<file path="src/rtl/unidad_busqueda.sv">
// ---------------------------------------------------------------------------
// unidad_busqueda -- instruction-fetch stage feeding the control unit.
//
// Holds the fetch PC, requests words from instruction memory over a
// req/ack handshake and registers each fetched word into the IF/ID register.
// A one-entry skid buffer catches a word that returns while the stage is
// stalled. Taken branches and jumps redirect the PC and flush IF/ID.
//
// Parameters:
//   ADDR_W   PC / instruction-memory address width (must be > 28)
//   RESET_PC PC loaded on reset
//   INSTR_W  instruction word width (must be >= 32)
//
// Ports:
//   clk, rst        clock, synchronous active-high reset
//   imem_req/addr   fetch request and address (addr == pc while req)
//   imem_ack/data   memory response, data valid when ack=1
//   stall           freeze live IF/ID contents
//   branch_taken    BEQ taken for the instruction in IF/ID
//   jump            J decoded for the instruction in IF/ID
//   instr, op_code  IF/ID instruction and its opcode field
//   id_pc4          PC+4 of the IF/ID instruction
//   id_valid        IF/ID holds a live instruction
//   pc              current fetch PC
//
// Optional build macro FETCH_CNT_EN adds fetch_count[31:0] (words written
// into IF/ID) and flush_count[15:0] (accepted redirects).
// ---------------------------------------------------------------------------
module unidad_busqueda #(
   parameter int                ADDR_W   = 32,
   parameter logic [ADDR_W-1:0] RESET_PC = '0,
   parameter int                INSTR_W  = 32
) (
   input  logic               clk,
   input  logic               rst,
   output logic               imem_req,
   output logic [ADDR_W-1:0]  imem_addr,
   input  logic               imem_ack,
   input  logic [INSTR_W-1:0] imem_data,
   input  logic               stall,
   input  logic               branch_taken,
   input  logic               jump,
   output logic [INSTR_W-1:0] instr,
   output logic [5:0]         op_code,
   output logic [ADDR_W-1:0]  id_pc4,
   output logic               id_valid,
   output logic [ADDR_W-1:0]  pc
`ifdef FETCH_CNT_EN
   ,
   output logic [31:0]        fetch_count,
   output logic [15:0]        flush_count
`endif
);

   typedef enum logic [1:0] {
      S_REQ,   // issue request for pc
      S_WAIT,  // request open, waiting for ack
      S_HOLD,  // word parked in skid buffer while stalled
      S_DROP   // outstanding ack belongs to a flushed path
   } state_t;

   state_t             r_state, w_state_next;
   logic [ADDR_W-1:0]  r_pc, w_pc_next;
   logic [INSTR_W-1:0] r_instr, w_instr_next;
   logic [ADDR_W-1:0]  r_id_pc4, w_id_pc4_next;
   logic               r_id_valid, w_id_valid_next;
   logic [INSTR_W-1:0] r_skid, w_skid_next;
   logic [ADDR_W-1:0]  r_skid_pc4, w_skid_pc4_next;

   logic               w_redirect;
   logic               w_load_ifid;
   logic [ADDR_W-1:0]  w_pc4;
   logic [ADDR_W-1:0]  w_jump_target;
   logic [ADDR_W-1:0]  w_branch_target;
   logic [ADDR_W-1:0]  w_target;

   // Redirect decisions only come from live IF/ID contents.
   assign w_redirect      = r_id_valid & (jump | branch_taken);
   assign w_pc4           = r_pc + ADDR_W'(4);
   assign w_jump_target   = {r_id_pc4[ADDR_W-1:28], r_instr[25:0], 2'b00};
   assign w_branch_target = r_id_pc4 +
                            {{(ADDR_W-18){r_instr[15]}}, r_instr[15:0], 2'b00};
   // Jump wins when both are asserted.
   assign w_target        = jump ? w_jump_target : w_branch_target;

   always_comb begin
      w_state_next    = r_state;
      w_pc_next       = r_pc;
      w_instr_next    = r_instr;
      w_id_pc4_next   = r_id_pc4;
      w_id_valid_next = r_id_valid;
      w_skid_next     = r_skid;
      w_skid_pc4_next = r_skid_pc4;
      w_load_ifid     = 1'b0;

      if (w_redirect) begin
         // Flush beats stall. Leaving S_HOLD implicitly discards the skid.
         w_pc_next       = w_target;
         w_id_valid_next = 1'b0;
         if (r_state == S_WAIT && !imem_ack)
            w_state_next = S_DROP;
         else
            w_state_next = S_REQ;
      end else begin
         case (r_state)
            S_REQ: begin
               w_state_next = S_WAIT;
            end
            S_WAIT: begin
               if (imem_ack) begin
                  w_pc_next = w_pc4;
                  if (!stall) begin
                     w_instr_next    = imem_data;
                     w_id_pc4_next   = w_pc4;
                     w_id_valid_next = 1'b1;
                     w_load_ifid     = 1'b1;
                     w_state_next    = S_REQ;
                  end else begin
                     w_skid_next     = imem_data;
                     w_skid_pc4_next = w_pc4;
                     w_state_next    = S_HOLD;
                  end
               end
            end
            S_HOLD: begin
               if (!stall) begin
                  w_instr_next    = r_skid;
                  w_id_pc4_next   = r_skid_pc4;
                  w_id_valid_next = 1'b1;
                  w_load_ifid     = 1'b1;
                  w_state_next    = S_REQ;
               end
            end
            S_DROP: begin
               if (imem_ack)
                  w_state_next = S_REQ;
            end
            default: begin
               w_state_next = S_REQ;
            end
         endcase
      end
   end

   always_ff @(posedge clk) begin
      if (rst) begin
         r_state    <= S_REQ;
         r_pc       <= RESET_PC;
         r_instr    <= '0;
         r_id_pc4   <= '0;
         r_id_valid <= 1'b0;
         r_skid     <= '0;
         r_skid_pc4 <= '0;
      end else begin
         r_state    <= w_state_next;
         r_pc       <= w_pc_next;
         r_instr    <= w_instr_next;
         r_id_pc4   <= w_id_pc4_next;
         r_id_valid <= w_id_valid_next;
         r_skid     <= w_skid_next;
         r_skid_pc4 <= w_skid_pc4_next;
      end
   end

`ifdef FETCH_CNT_EN
   logic [31:0] r_fetch_count;
   logic [15:0] r_flush_count;

   always_ff @(posedge clk) begin
      if (rst) begin
         r_fetch_count <= '0;
         r_flush_count <= '0;
      end else begin
         if (w_load_ifid)
            r_fetch_count <= r_fetch_count + 32'd1;
         if (w_redirect)
            r_flush_count <= r_flush_count + 16'd1;
      end
   end

   assign fetch_count = r_fetch_count;
   assign flush_count = r_flush_count;
`endif

   // rst gates the request combinationally so nothing is issued during reset.
   assign imem_req  = !rst && (r_state == S_REQ || r_state == S_WAIT);
   assign imem_addr = r_pc;
   assign pc        = r_pc;
   assign instr     = r_instr;
   assign op_code   = r_instr[31:26];
   assign id_pc4    = r_id_pc4;
   assign id_valid  = r_id_valid;

endmodule

</file>
<file path="config.mk">
export PLATFORM = sky130hd
export DESIGN_NAME = unidad_busqueda
export DESIGN_NICKNAME = d
export VERILOG_FILES = /design/src/rtl/unidad_busqueda.sv
export SDC_FILE = /design/constraint.sdc
export NUM_CORES = 1
export LEC_CHECK = 0
export BUFFER_PORTS_ARGS = -buffer_cell sky130_fd_sc_hd__buf_2
export CORE_ASPECT_RATIO = 1.2
export CORE_MARGIN = 3
export CORE_UTILIZATION = 55
export DETAILED_ROUTE_END_ITERATION = 7
export PLACE_DENSITY = 0.79
export SLEW_MARGIN = 5
export SYNTH_ARGS = -nofsm -noshare
export SYNTH_HDL_FRONTEND = slang
export SYNTH_SLANG_ARGS = --single-unit
</file>
<file path="constraint.sdc">
create_clock -name clk -period 3.95 [get_ports clk]
set_clock_uncertainty 0.1 [all_clocks]
set_input_delay 0.395 -clock clk [delete_from_list [all_inputs] [get_ports clk]]
set_output_delay 0.395 -clock clk [all_outputs]
set_load 0.02 [all_outputs]
</file>
== Yosys cells after proc, flatten, opt, wreduce, memory -nomap -nowiden ==
Cells that the tools add are included.

* Register bits: 163
* Bits of input ports: 38
* Output and inout bits: 136
* Word-level logic and storage cells: 58

* Add/sub/neg operators: 2
* Eq/ne operators: 9
* Multiplexer cells: 22
* Bitwise logic cells: 3
* Reductions and logical operators: 15

{| class="wikitable"
|+ Operators by type and width
! cell !! count
|-
| 32-bit 2-to-1 mux || 10
|-
| 32-bit case mux with 2 select lines || 2
|-
| 32-bit by 3-bit adder with 32-bit output (second input constant) || 1
|-
| 32-bit adder || 1
|-
| 2-bit 2-to-1 mux || 6
|-
| 3-bit != test (second input constant) || 3
|-
| 2-bit case mux with 4 select lines || 1
|-
| 2-bit != test (second input constant) || 3
|-
| 2-bit nonzero test || 3
|-
| 5-bit AND reduction || 1
|-
| 2-bit == test (second input constant) || 2
|-
| 2-bit AND reduction || 2
|-
| 4-bit AND reduction || 1
|-
| 3-bit AND reduction || 1
|-
| 2-bit by 1-bit == test with 1-bit output (second input constant) || 1
|-
| 1-bit logical AND || 2
|-
| 1-bit zero test || 2
|-
| 2-bit zero test || 1
|-
| 1-bit 2-to-1 mux || 2
|-
| 1-bit case mux with 2 select lines || 1
|-
| 2-bit OR reduction || 1
|-
| 1-bit AND || 1
|-
| 1-bit logical OR || 1
|-
| 1-bit inverter || 1
|-
| 1-bit OR || 1
|}

== Logic depth before layout (Yosys ltp) ==
Gate-level depths: netlist (run 1).

* Depth in word-level cells: 4
* Gate-level depth with buffers: 11

== Least setup slack after synthesis (run 1) ==
No wires, ideal clock.

* Kind: flip-flop to flip-flop
* From: reg r_instr[15] (netlist: instr[15])
* To: reg r_pc[25] (netlist: imem_addr[25])
* Library setup time: 131 ps
* Arrival time: 2778 ps
* Setup slack: 941 ps
* Cell stages (with the launch flop): 11
* Buffers on the path: 0
* Cell sequence: dfxtp_1 -> ha_1 -> a21o_1 -> a21o_1 -> o31a_1 -> o22ai_1 -> a21oi_1 -> a311o_1 -> a21oi_1 -> xor2_1 -> o22ai_1

* Cells in the longest elaborated chain, start to end: 3

{| class="wikitable"
|+ Ends and longest elaborated chain
! item !! line !! text
|-
| from (decl) || 64 || <nowiki>logic [INSTR_W-1:0] r_instr, w_instr_next;</nowiki>
|-
| from (signal assigned) || 157 || <nowiki>r_instr <= w_instr_next;</nowiki>
|-
| 32-bit adder || 81 || <nowiki>assign w_branch_target = r_id_pc4 +</nowiki>
|-
| 32-bit 2-to-1 mux || 84 || <nowiki>assign w_target = jump ? w_jump_target : w_branch_target;</nowiki>
|-
| 32-bit 2-to-1 mux || 96 || <nowiki>if (w_redirect) begin</nowiki>
|-
| to (signal assigned) || 156 || <nowiki>r_pc <= w_pc_next;</nowiki>
|-
| to (decl) || 63 || <nowiki>logic [ADDR_W-1:0] r_pc, w_pc_next;</nowiki>
|}

No other way between the ends.
A chain may end at the register's enable or synchronous reset.

== Final worst setup path (run 1) ==
* From: reg r_instr[0] (netlist: instr[0])
* To: reg r_pc[30] (netlist: imem_addr[30])

The elaborated chain is that of the path after synthesis.

==> flow_summary.toml, run 1 <==
[logic_synthesis]
syn-num-nets = 1233
yosysTopAreaCell = "dfxtp_1"
ys_async_sr_fraction_pct = 0
ys_seq_area_share_pct = 35.0
synth_flop_cell = "dfxtp_1"
syn_avg_cell_area_um2 = 8.03
syn_inst = 1160
yosysWarnings = 0
synth_top_area_share_pct = 35.0
synth_edf_count = 0
synth_area_leaders = "dfxtp_1 (35%), a211oi_1 (7.7%), nand2_1 (7.7%)"
synth_cell_types = 68
syn_area_mm2 = 0.00932
ys_seq_elements = 163

[power]
p_seq_share_pct = 35.4
ir_worst_vdd_v = 0.000378
p_clk_share_pct = 29.0
p_leak_uw = 0.00438
combPwrFrac_pct = 35.7
internal_power_uw = 3880
p_per_area_mw_per_mm2 = 600
p_switching_uw = 2490
switching_share_pct = 39.1
finalPower_uw = 6370

[grt]
grt_pass1_wl_mm = 40.7
grt_pass1_vias = 7904
grt_max_degree = 99
grt-ovfl-total = 0
grt_usage_pct = 26.8
antenna_found_initial = 1

[cts]
numCtsBuffers = 17
root_buffer = "clkbuf_16"
cts_setup_buffers = 0
cts_sinks = 163
clk_path_buf_depth = 2
htree_levels = 4
cts_hold_buf = 0
clock_latency_ns = 0.43
ctsResizeCount = 0
cts_tree = "done"
clk_pin_slew_ns = 0.07

[die]
pin_count = 174
dieArea_mm2 = 0.0185
core_area_mm2 = 0.0164
die_w_um = 125
row_count = 51
start_util_pct = 56.8
die_h_um = 149

[detailed_routing]
drcViolationCount = 0
wl_per_cell_um = 17.0
dr.pass1.iters = 5
drtIter0Drc = 616
wl_mm = 25.1
route.antenna.remaining_nets = 0
vias = 8580
viasPerCell = 5.81

[final_layout]
nNetsFinal = 1324
final_cell_mix = "nand2_1 (190), buf_2 (172), dfxtp_1 (163)"
diodes = 0
syn2layout_area_growth_pct = 13.9
drive_above_1_share_pct = 19.1
final_common_cell = "nand2_1"
fin_area_mm2 = 0.0106
fin_cells = 1476
nFillCells = 1396

[timing]
timing.hold.ws_ns = 0.107
max_slew_margin_pct = 54.4
fin_crit_sh_pct = 79.8
tns_ns = 0
max_freq_ghz = 0.317
hold_viol_final = 0
final-setup-viol-count = 0
rsz0062_at_grt = "no"
tightest_slew_ns = 0.684
finalCriticalPeriod_ns = 3.15
slew_violations = 0

[worst_setup_path]
crit_arrival_ns = 3.41
crit_slowest_cell = "a2111oi_0"
crit_buf_inv = 0
end_kind = "flip-flop"
required_ns = 4.20
max_stage_delay_ns = 0.48
cp_cell_sequence = "ha_1 > fa_1 > a21o_1 > nand4_1 > a211oi_1 > o221ai_1 > a21oi_1 > o21ba_2 > a2111oi_0 > a31oi_1 > o21ai_0"
path_max_fanout = 4
crit_type = "reg2reg"
cp_top_family = "compound AO/OA/AOI/OAI gates"
start_kind = "flip-flop"

[place]
routabilityCongestion = 0.905
dp_hpwl_mm = 17.6
placed_area_mm2 = 0.00996
port_buffers = 173
placed_cells = 1444

[outcome]
status = "complete, no violations"

[min_path]
worst_hold_path_type = "in2reg"

[flow_run]
drv_cap = 0
==> power by group through the flow <==
stage	Combinational (µW)	Clock [µW]	Sequential, µW
2_1_floorplan	1460	0	2450
3_3_place_gp	2240	0	2260
3_5_place_dp	2260	0	2280
4_1_cts	2280	1870	2250
5_1_grt	2510	1940	2290
6_report	2270	1850	2250
==> metal layers <==
layer	GRT usage, %	up-vias	wire, µm
met5	0	-	11
met1	35.0	4011	10900
met3	6.65	59	1770
met2	43.3	286	11600
li1	-	4222	-
met4	10.2	2	770
==> registers in the layout, summed over array words and instances (netlist names) <==
signal	count
instr	32
id_pc4	32
id_valid	1
imem_addr	32
r_skid_pc4	32
r_state	2
r_skid	32
==> tightest hold or removal path, delay by kind of cell <==
family | cells | cell delay (ns)
buffers and inverters | 1 | 0.10
and+or+nand+nor | 1 | 0.05
AOI/OAI and AO/OA | 1 | 0.05
==> path summary, 6_finish.rpt <==
check / start / end / slack [ns] / cells after the start
hold / removal: imem_data[20] / r_skid[20] / 0.11 / 3
hold reg to reg: r_skid[23] / r_skid[23] / 0.35 / 2
setup / recovery: instr[0] / imem_addr[30] / 0.80 / 11
setup reg to reg: instr[0] / imem_addr[30] / 0.80 / 11
==> layout make-up <==
| cell class | count | area, µm² | area share (%) |
|---|---|---|---|
| inverters | 11 | 41.3 | 0.389 |
| well taps | 212 | 265 | 2.50 |
| repair buffers | 190 | 1010 | 9.50 |
| flip-flops and latches | 163 | 3260 | 30.7 |
| clock inverters | 12 | 201 | 1.90 |
| clock buffers | 20 | 457 | 4.30 |
| multi-input cells | 868 | 5380 | 50.7 |
==> Yosys cell counts (all sizes together) (4+ instances only) <==
cell and n:
a211oi 96, a21o 18, a21oi 100, a31oi 6, a32oi 5, and2 4
and3 9, buf 50, clkbuf 66, dfxtp 163, ha 34, inv 10
mux2i 41, nand2 192, nand2b 7, nand3 21, nand4 8, nor2 123
nor2b 6, nor3 15, nor3b 4, o211ai 21, o21a 6, o21ai 27
o22ai 7, xnor2 45, xor2 33
==> logic make-up after synthesis <==
kind of cell,after synthesis,synth area share (%)
XOR/XNOR,78,7.33
multiplexers,42,4.53
adder cells (fa/ha/maj),35,4.78
buffers and inverters,129,7.48
flip-flops,163,35.0
AND/OR/NAND/NOR,404,19.1
AO/OA/AOI/OAI,309,21.8
==> stage by stage <==
stage                     worst slack [ns]  utilization (%)
after global routing                 0.621             64.7
after CTS                            0.869             64.7
after floorplan                      0.941                -
final                                0.797             64.7
after global placement               0.993             60.7
after detailed placement             0.870             60.7
Note: power is estimated with default switching activity, not from simulation.
==> run 2: changes to the inputs <==
==> constraint.sdc (replaced) <==
create_clock -name clk -period 3.2 [get_ports clk]
set_clock_uncertainty 0.1 [all_clocks]
set_input_delay 0.32 -clock clk [delete_from_list [all_inputs] [get_ports clk]]
set_output_delay 0.32 -clock clk [all_outputs]
set_load 0.02 [all_outputs]
==> run 2 against run 1 <==
Net effect: fmax increased by 3.3%; sequential share of layout area decreased by 0.24 points; worst hold slack got worse by 0.074 ns; routed wire length is 1.8% higher; power grew 24%; die area unchanged; sequential power up 24%; via count up 1.4%; final area rose by 0.80%; clock-buffer cell count increased by 1; highest routed layer is now met4.
==> flow_summary.toml, run 2 (synthesis gave the netlist of run 1 again) <==
[worst_setup_path]
ff2ff_path_depth = 10
start_kind = "flip-flop"
rr_startpoint = "instr[4]"
crit_buf_inv = 0
startpoint = "instr[4]"
critical_path_depth = 10
crit_type = "reg2reg"
crit_arrival_ns = 3.25
max_stage_delay_ns = 0.42
path_max_fanout = 5
cp_top_family = "compound AO/OA/AOI/OAI gates"
end_kind = "flip-flop"
cp_cell_sequence = "ha_1 > a21o_1 > a21o_1 > a221o_1 > a31oi_2 > a21oi_1 > a311o_1 > a21oi_1 > xor2_1 > o22ai_1"
crit_slowest_cell = "a221o_1"
required_ns = 3.40

[power]
p_seq_share_pct = 35.1
switching_share_pct = 39.5
combPwrFrac_pct = 36.6
p_leak_uw = 0.00442
p_switching_uw = 3120
p_per_area_mw_per_mm2 = 738
internal_power_uw = 4780
ir_worst_vdd_v = 0.000540
p_clk_share_pct = 28.3

[timing]
tightest_slew_ns = 0.639
fin_crit_sh_pct = 95.3
final-setup-viol-count = 0
max_slew_margin_pct = 57.2
tns_ns = 0
finalCriticalPeriod_ns = 3.05
hold_viol_final = 0
max_freq_ghz = 0.328
timing.hold.ws_ns = 0.0329
slew_violations = 0
rsz0062_at_grt = "no"

[grt]
grt_pass1_wl_mm = 41.2
top_usage_layer = "met2"
use_met2_pct = 44.4
antenna_found_initial = 0
grtUsageMet3_pct = 5.17
grt_pass1_vias = 7984
grt-ovfl-total = 0
grt_max_degree = 115
gr-usage-met1_pct = 35.8
grt_usage_pct = 27.1

[die]
row_count = 51
pin_count = 174
start_util_pct = 56.8
die_h_um = 149
dieArea_mm2 = 0.0185
die_w_um = 125
core_area_mm2 = 0.0164

[detailed_routing]
dr.pass1.iters = 5
drcViolationCount = 0
drtIter0Drc = 776
route.antenna.remaining_nets = 0
wl_mm = 25.5
vias = 8699
viasPerCell = 5.87
wl_per_cell_um = 17.2

[cts]
cts_setup_buffers = 0
root_buffer = "clkbuf_16"
cts_hold_buf = 0
numCtsBuffers = 17
clk_path_buf_depth = 2
cts_tree = "done"
clk_pin_slew_ns = 0.06
cts_sinks = 163
htree_levels = 4
clock_latency_ns = 0.43

[final_layout]
nFillCells = 1392
diodes = 0
syn2layout_area_growth_pct = 14.9
final_cell_mix = "nand2_1 (190), buf_2 (172), dfxtp_1 (163)"
nNetsFinal = 1331
final_common_cell = "nand2_1"
drive_above_1_share_pct = 19.7

[place]
port_buffers = 173
routabilityCongestion = 0.966
dp_hpwl_mm = 18.2

[min_path]
hold_path_depth = 3
worst_hold_path_type = "in2reg"
min-delay-start = "imem_data[26]"

[flow_run]
drv_cap = 0

[outcome]
status = "complete, no violations"
-- run 2: final timing paths --
| check | end | slack, ns |
|---|---|---|
| setup / recovery | imem_addr[25] | 0.15 |
| hold / removal | r_skid[26] | 0.03 |
| setup reg to reg | imem_addr[25] | 0.15 |
| hold reg to reg | r_skid[13] | 0.35 |
-- run 2: layout make-up --
class | instances | area (µm²) | area share [%]
clock buffers | 21 | 470 | 4.40
clock inverters | 11 | 175 | 1.64
inverters | 11 | 41.3 | 0.386
multi-input cells | 868 | 5390 | 50.3
flip-flops and latches | 163 | 3260 | 30.5
well taps | 212 | 265 | 2.48
repair buffers | 197 | 1100 | 10.3
-- run 2: power by group through the flow --
stage	logic (µW)	clock network (µW)	registers, µW
after floorplan	1810	0	3030
after global routing	3160	2350	2820
after detailed placement	2880	0	2800
after global placement	2830	0	2780
after CTS	2880	2250	2760
final	2890	2230	2780
-- run 2: stage by stage --
step	utilization, %	power [µW]	area (µm²)	cells	worst slack (ns)
finish	65.2	7900	10700	1483	0.149
global route	65.2	8330	10700	1483	0.0470
CTS	65.2	7900	10700	1483	0.182
detailed placement	61.3	5680	10000	1451	0.197
global placement	61.3	5610	10000	1451	0.253
floorplan	-	4830	9320	1160	0.191
-- run 2: timing repair --
item	CTS	global route
setup endpoints to repair	0	1
resized for setup	0	2
endpoints found under the hold margin	0	0
-- run 2: tightest hold or removal path: stages --
cell	delay, ns
buf_2	0.10
nand2_1	0.05
a21oi_1	0.05
-- run 2: routing by layer --
layer | vias to the layer above | wire length (µm) | part of all wire (%)
li1 | 4262 | - | -
met1 | 4063 | 10900 | 43
met2 | 329 | 12000 | 47
met3 | 45 | 1960 | 7.7
met4 | 0 | 677 | 2.7
met5 | - | 0 | 0
==> run 3: changes to the inputs <==
--- a/config.mk
+++ b/config.mk
@@ -6,11 +6,11 @@
 export NUM_CORES = 1
 export LEC_CHECK = 0
 export BUFFER_PORTS_ARGS = -buffer_cell sky130_fd_sc_hd__buf_2
-export CORE_ASPECT_RATIO = 1.2
 export CORE_MARGIN = 3
 export CORE_UTILIZATION = 55
 export DETAILED_ROUTE_END_ITERATION = 7
 export PLACE_DENSITY = 0.79
+export REMOVE_ABC_BUFFERS = 1
 export SLEW_MARGIN = 5
 export SYNTH_ARGS = -nofsm -noshare
 export SYNTH_HDL_FRONTEND = slang
==> run 3 against run 2 <==
Net effect: sequential cell count did not move; clock power down 4%; sequential power barely moved; critical path depth did not move; largest cell class unchanged.
==> flow_summary.toml, run 3 (synthesis gave the netlist of run 1 again) <==
[grt]
grt_pass1_vias = 7826
grt_usage_pct = 27.0
grt-ovfl-total = 0
grtUsageMet3_pct = 5.96
grt_pass1_wl_mm = 40.3
top_usage_layer = "met2"
antenna_found_initial = 0
use_met2_pct = 42.4
grt_max_degree = 98
gr-usage-met1_pct = 36.9

[cts]
cts_hold_buf = 0
cts_tree = "done"
clock_latency_ns = 0.43
ctsResizeCount = 0
clk_path_buf_depth = 2
numCtsBuffers = 17
clk_pin_slew_ns = 0.06
cts_sinks = 163
cts_setup_buffers = 0
root_buffer = "clkbuf_16"
htree_levels = 4

[detailed_routing]
drcViolationCount = 0
drtIter0Drc = 613
vias = 8625
dr.pass1.iters = 5
route.antenna.remaining_nets = 0
wl_per_cell_um = 16.8
wl_mm = 25.0
viasPerCell = 5.80

[worst_setup_path]
start_kind = "flip-flop"
cp_top_family = "compound AO/OA/AOI/OAI gates"
required_ns = 3.39
rrSetupSlack_ns = 0.18
crit_slowest_cell = "a221o_1"
max_stage_delay_ns = 0.42
ff2ff_path_depth = 10
rr_endpoint = "imem_addr[25]"
crit_type = "reg2reg"
end_kind = "flip-flop"
cp_cell_sequence = "ha_1 > a21o_1 > a21o_1 > a221o_1 > a31oi_2 > a21oi_1 > a311o_1 > a21oi_1 > xor2_1 > o22ai_1"
path_max_fanout = 5
crit_buf_inv = 0
crit_arrival_ns = 3.21
rr_startpoint = "instr[4]"

[die]
core_area_mm2 = 0.0162
pin_count = 174
dieArea_mm2 = 0.0185
die_w_um = 136
start_util_pct = 57.4
die_h_um = 136
row_count = 46

[timing]
layout_setup_ws_ns = 0.177
max_slew_margin_pct = 50.0
slew_violations = 0
rsz0062_at_grt = "no"
max_freq_ghz = 0.331
timing.hold.ws_ns = 0.0348
final-setup-viol-count = 0
tightest_slew_ns = 0.750
finalCriticalPeriod_ns = 3.02
hold_viol_final = 0
fin_crit_sh_pct = 94.5

[place]
dp_slack_ns = 0.216
port_buffers = 173
placed_cells = 1454
routabilityCongestion = 0.979
dp_hpwl_mm = 17.2

[min_path]
hold_path_depth = 3
worst_hold_path_type = "in2reg"
min_to = "r_skid[17]"
min-delay-start = "imem_data[17]"

[power]
p_per_area_mw_per_mm2 = 724
p_leak_uw = 0.00440
ir_worst_vdd_v = 0.000405

[final_layout]
multi_input_area_mm2 = 0.00540
diodes = 0
drive_above_1_share_pct = 19.6
syn2layout_area_growth_pct = 14.8
fin_cells = 1486
nNetsFinal = 1330
fin_util_pct = 65.9
final_cell_mix = "nand2_1 (190), buf_2 (172), dfxtp_1 (163)"
final-seq-area_mm2 = 0.00326
nFillCells = 1408
final_common_cell = "nand2_1"

[outcome]
status = "complete, no violations"

[flow_run]
drv_cap = 0
[run 3: cell types whose count changed in the layout (fill, tap and decap cells not counted), sizes merged]
| cell | previous run | this run |
|---|---|---|
| buf | 197 | 196 |
| bufinv | 4 | 3 |
| clkinv | 5 | 2 |
| clkinvlp | 2 | 5 |
| inv | 11 | 12 |
[run 3: metal layers]
layer,share of wire (%),vias to the layer above
met5,0,-
met4,2.4,0
met3,6.9,55
met2,45,321
met1,46,4000
li1,-,4249
[run 3: area by class of cell]
class / count / area share, %
timing repair buffer: 196 / 10.3
multi-input combinational: 868 / 50.5
clock inverter: 11 / 1.40
sequential: 163 / 30.5
inverter: 11 / 0.386
tap: 216 / 2.53
clock buffer: 21 / 4.31
[run 3: worst max path at each step]
| stage | from | to | slack [ns] | cells after the start |
|---|---|---|---|---|
| final | instr[4] | imem_addr[25] | 0.18 | 10 |
| after global routing | instr[4] | imem_addr[25] | 0.06 | 10 |
| after CTS | instr[4] | imem_addr[25] | 0.20 | 10 |
| after detailed placement | instr[4] | imem_addr[25] | 0.22 | 10 |
| after global placement | instr[4] | imem_addr[25] | 0.25 | 10 |
| after floorplan | branch_taken | id_pc4[12] | -3.64 | 5 |
[run 3: through the flow]
stage | area, µm² | TNS (ns) | total power (µW)
after global placement | 10100 | 0 | 5600
after global routing | 10700 | 0 | 8180
final | 10700 | 0 | 7740
after floorplan | 8660 | -371.40 | 4630
after detailed placement | 10100 | 0 | 5640
after CTS | 10700 | 0 | 7770
[run 3: where the power goes]
group	total (µW)	internal, µW	switching (µW)
clock network	2130	1270	857
registers	2760	2370	394
logic	2850	1040	1810
[run 3: worst min-delay path: stages]
cell	delay (ns)
buf_2	0.10
nand2_1	0.05
a21oi_1	0.05
